`src/rtl/moore_counter_n.sv`:
```
// Parametrised Moore event counter: up/down, level or rising-edge events,
// synchronous clear and clamped load, registered wrap pulse and terminal-count decode.
module moore_counter_n #(
    parameter int WIDTH     = 4,
    parameter int MODULUS   = 16,
    parameter int EDGE_MODE = 0
) (
    input  logic             clk,
    input  logic             rst_n,
    input  logic             x_in,
    input  logic             dir,
    input  logic             clr,
    input  logic             load,
    input  logic [WIDTH-1:0] load_val,
    output logic [WIDTH-1:0] state,
    output logic             wrap,
    output logic             tc
);

    localparam logic [WIDTH-1:0] MAX = WIDTH'(MODULUS - 1);
    localparam logic [WIDTH-1:0] ONE = WIDTH'(1);

    logic             x_prev;
    logic             ev;
    logic [WIDTH-1:0] state_nxt;
    logic             wrap_nxt;

    // load_val < MODULUS is equivalent to load_val <= MAX, which stays in WIDTH bits
    function automatic logic [WIDTH-1:0] clamp_load(input logic [WIDTH-1:0] v);
        return (v > MAX) ? MAX : v;
    endfunction

    assign ev = (EDGE_MODE != 0) ? (x_in & ~x_prev) : x_in;

    always_comb begin
        state_nxt = state;
        wrap_nxt  = 1'b0;
        if (clr) begin
            state_nxt = '0;
        end else if (load) begin
            state_nxt = clamp_load(load_val);
        end else if (ev) begin
            // wrap is decided against the modulus bounds, not by binary overflow
            if (dir) begin
                if (state == MAX) begin
                    state_nxt = '0;
                    wrap_nxt  = 1'b1;
                end else begin
                    state_nxt = state + ONE;
                end
            end else begin
                if (state == '0) begin
                    state_nxt = MAX;
                    wrap_nxt  = 1'b1;
                end else begin
                    state_nxt = state - ONE;
                end
            end
        end
    end

    always_ff @(posedge clk or negedge rst_n) begin
        if (!rst_n) begin
            state  <= '0;
            wrap   <= 1'b0;
            x_prev <= 1'b0;
        end else begin
            state  <= state_nxt;
            wrap   <= wrap_nxt;
            x_prev <= x_in;
        end
    end

    assign tc = (state == MAX);

endmodule

```
`config.mk`:
```
export PLATFORM = sky130hd
export DESIGN_NAME = moore_counter_n
export DESIGN_NICKNAME = d
export VERILOG_FILES = /design/src/rtl/moore_counter_n.sv
export SDC_FILE = /design/constraint.sdc
export NUM_CORES = 1
export LEC_CHECK = 0
export CORE_AREA = 3 3 40 42
export CTS_CLUSTER_SIZE = 24
export DETAILED_ROUTE_END_ITERATION = 10
export DIE_AREA = 0 0 43 45
export GPL_TIMING_DRIVEN = 1
export PLACE_DENSITY = 0.58
export SKIP_LAST_GASP = 1
export SYNTH_ARGS = -nofsm -noshare
export SYNTH_HDL_FRONTEND = slang
export SYNTH_SLANG_ARGS = --single-unit
```
`constraint.sdc`:
```
create_clock -name clk -period 2.1 [get_ports clk]
set_input_delay 0.42 -clock clk [delete_from_list [all_inputs] [get_ports clk]]
set_output_delay 0.42 -clock clk [all_outputs]
set_load 0.05 [all_outputs]
```
======== Word level (Yosys, flattened, before mapping) ========
Index checks and enable logic that the tools add are counted.
storage, ports and cells
  memories ................................ 0
  output and inout bits ................... 6
  bits in read-only memories .............. 0
  RAM bits ................................ 0
  bits in registers ....................... 5
  input port bits ......................... 10
  logic and storage cells ................. 21
  latch bits .............................. 0
cells by class
  eq/ne operators ......................... 1
  order comparisons ....................... 1
  multiplexer cells ....................... 13
  multiply operators ...................... 0
  add/subtract/negate cells ............... 2
  shifts and indexed selects .............. 0
  reduce and logical (&&, ||, !) cells .... 2
  divide/modulo/power cells ............... 0
  bitwise gates (word level) .............. 0
operators by type and width
  kind                                                  number
  2-to-1 mux 4 bit                                      7
  2-to-1 mux 1 bit                                      6
  adder 4 x 1 -> 4 bit, second input constant           1
  == test 4 bit, second input constant                  1
  greater-than comparator 4 bit, second input constant  1
  logical NOT 4 bit                                     1
  subtractor 4 x 1 -> 4 bit, second input constant      1
  nonzero test 3 bit                                    1

======== Longest topological paths before layout ========
  depth in word-level cells ............... 6
  depth in mapped cells ................... 6

======== Worst setup path before layout ========
OpenSTA, ideal clock, no wires.
  kind .................................... flip-flop to output port
  start point ............................. register state[0]
  end point ............................... output tc
  stages on the path, launching flop included .. 3
  slack ................................... 0.319 ns
  data arrival time ....................... 1.361 ns
  cell sequence ........................... dfrtp_1 ha_1 and3_2
on the way
  cells in the longest elaborated chain, start to end .. 1
RTL lines
  what                    line  text
  start, declared         15    output logic [WIDTH-1:0] state,
  start signal, assigned  68    state <= state_nxt;
  == test 4 bit           74    assign tc = (state == MAX);
  end, declared           17    output logic tc
Every way passes these cells.

======== Worst setup path in the final report ========
  start point ............................. register state[1]
  end point ............................... output state[1]
No word-level cell between the ends.

==> qor.log <==
qor: status.outcome finished, final reports clean
qor: floorplanning.design.portCount 16
qor: sta.relative_slew_margins 67.1%
qor: floorplanning.floorplan.die.width 43 um
qor: sta.layout_worst_path_cycle_share 93.8%
qor: sta.setup-tns-final 0 ns
qor: setup_path.timing.setup.critical_path_class register to output port
qor: floorplanning.cell_row_count 13
qor: global_route.globalRouteOverflowTotal 0
qor: sta.max_freq 0.507 GHz
qor: finish.final_layout_size_suffix_gt1_share 14.3%
qor: detailed_routing.drt_pass1_iterations 4
qor: synthesis.synth.yosys.seq_area_share 30.6%
qor: sta.period_minus_slack 1.97 ns
qor: synthesis.yosys.area.top_type dfrtp_1
qor: cts.post_cts.resized_instances 0
qor: detailed_routing.dr_total_vias 375
qor: cts.clk_latency_worst_skew_pair 0.24 ns
qor: setup_path.critical_path.reg2reg.startpoint state[0]
qor: setup_path.reg2reg_depth 6
qor: setup_path.worstPathCellList clkdlybuf4s50_1
qor: setup_path.max_fanout_on_critical_path 7
qor: sta.final-max-slew-violation-count 0
qor: setup_path.endpoint_kind output port
qor: synthesis.post_synth_instance_area 409 um^2
qor: power_and_ir_drop.report.power.total 0.339 mW
qor: cts.clk_root_buffer_cell clkbuf_4
qor: cts.tritoncts built
qor: detailed_routing.wl_per_cell 11.5 um
qor: floorplanning.fp.coreArea 1280 um^2
qor: cts.clk_path_buf_depth 2
qor: setup_path.crit_buf_inv 1
qor: setup_path.worst_path_dominant_cell_family buffers and inverters
qor: detailed_routing.routed_via_density 4.81
qor: finish.post-route-cell-area 601 um^2
qor: synthesis.syn-num-nets 57
qor: synthesis.postSynthRegisterBits 5
qor: power_and_ir_drop.pwr_density_cell 565 nW/um^2
qor: floorplanning.starting_density_of_the_core 31.8%
qor: synthesis.postSynth.topFlopCell dfrtp_1
qor: global_route.antenna_found_initial 0
qor: sta.unrepaired_setup_endpoints_after_global_routing false
qor: cts.cts_max_level 1
qor: detailed_routing.drcViolationCount 0
qor: setup_path.timing.critical_path.required 1.68 ns
qor: sta.finClkSkew 0.00333 ns
qor: setup_path.reg2reg_setup_slack 0.39 ns
qor: floorplanning.total_die_area 1940 um^2
qor: synthesis.synth_top_area_share 30.6%
qor: global_route.gr_util_all_layers 11.7%
qor: sta.final_setup_violating_endpoints 0
qor: placement.io_buffers 15
qor: cts.numCtsBuffers 3
qor: synthesis.synth_area_leaders dfrtp_1, mux2i_1, ha_1, inv_1, a21oi_1
qor: detailed_routing.routed_wire_length 897 um
qor: power_and_ir_drop.worst_supply_voltage_drop_on_vdd 0.371 mV
qor: synthesis.synth_top_cells_by_count dfrtp_1, inv_1, a21oi_1, mux2i_1, nor2_1
qor: placement.detailed_place_hpwl 725 um
qor: synthesis.async_flop_share 100%
qor: synthesis.synth.lib_cells_used.distinct 29
qor: synthesis.synth.avg_cell_area 9.09 um^2
qor: synthesis.synth_edf_count 0
qor: power_and_ir_drop.power_leakage 0.277 nW
qor: setup_path.critical_register_to_register_path_endpoint state[0]
qor: setup_path.critical-path-max-stage-delay 0.85 ns
qor: cts.post_cts_hold_buffer_count 0
qor: detailed_routing.drt.antenna.violating_nets 0
qor: cts.clock_sinks 5
qor: finish.syn_to_final_growth 46.8%
qor: synthesis.synth-warning-count 0
qor: run.drv.max_cap_violation_count 0
qor: cts.post_cts.repair.setup_buffers 0
qor: setup_path.timing.critical_path.from_type register
qor: global_route.maximum_number_of_pins_on_one_net_before_global_route_repair 10
qor: finish.antenna_cells_inserted 0
qor: global_route.number_of_global_route_vias_before_repair 388
qor: detailed_routing.first_iter_violations 4
qor: sta.tightest_slew 0.493 ns
qor: setup_path.worst-endpoint-arrival 1.55 ns
qor: finish.fin_nets 76
qor: cts.worst_setup_hold_path_clk_slew 0.04 ns
qor: worst_hold_path.hold_path.class input port to asynchronous set/reset pin
qor: setup_path.cp_slowest_cell clkdlybuf4s50_1
qor: finish.finish.utilization 46.7%
qor: global_route.grt_first_pass_wirelength 1.65 mm
qor: placement.dpl_cell_area 574 um^2
qor: placement.globalplace.congestion 0.779
qor: floorplanning.die_height 45 um
qor: synthesis.synth_cells 45
qor: sta.hold_viol 0
==> placed cells by master, fill, tap and decap left out, drive strengths merged, types with 2 or more instances in the layout <==
cell	instances
clkdlybuf4s50	12
and3	2
buf	4
nor2	3
inv	5
o31ai	2
clkbuf	4
dfrtp	5
mux2i	3
ha	2
a21oi	3
==> how the worst max path moves through the flow <==
stage              from        to  slack (ns)  depth (start not counted)
6_report       state[1]  state[1]        0.13                          1
5_1_grt        state[3]  state[3]        0.06                          1
4_1_cts        state[1]  state[1]        0.12                          1
3_5_place_dp        dir  state[0]        0.27                          5
3_3_place_gp        dir  state[0]        0.32                          5
2_1_floorplan  state[0]        tc        0.32                          2
==> kinds of logic after synthesis <==
family	count (synthesis)	synth area share [%]
xor+xnor	2	4.28
fa+ha+maj	2	6.12
flops	5	30.6
simple gates	12	17.1
buf+inv	7	8.56
mux	3	7.34
compound gates	14	26.0
==> flip-flops by register name, summed over array words and instances, names as in the netlist <==
| signal | cells |
|---|---|
| state | 4 |
| wrap | 1 |
==> final cells by class <==
cell class	instances	area [um^2]
Tap cell	15	18.8
Clock buffer	4	26.3
Fill cell	132	684
Timing Repair Buffer	16	163
Sequential cell	5	125
Multi-Input combinational cell	33	249
Inverter	5	18.8
==> per-layer routing <==
metal,part of all wire [%],routed length [um],vias to the layer above,GRT usage (%)
li1,-,-,200,-
met1,46,413,163,14.4
met2,47,421,12,17.1
met3,6.9,62,0,7.17
met4,0,0,0,3.61
met5,0,0,-,0
==> metrics by stage <==
step | setup slack (ns) | instances | hold WS (ns)
after floorplan | 0.319 | 45 | 0.124
after global placement | 0.321 | 74 | 0.657
after detailed placement | 0.266 | 74 | 0.654
after CTS | 0.116 | 78 | 0.390
after global routing | 0.0610 | 78 | 0.398
final | 0.130 | 78 | 0.394
==> where the power goes <==
group	leakage, nW	total [mW]	internal [mW]	switching (mW)
logic	0.196	0.113	0.0535	0.0597
clock network	0.0150	0.109	0.0717	0.0374
registers	0.0657	0.117	0.103	0.0138
total	0.277	0.339	0.228	0.111
Power figures use the tool's default switching activity.
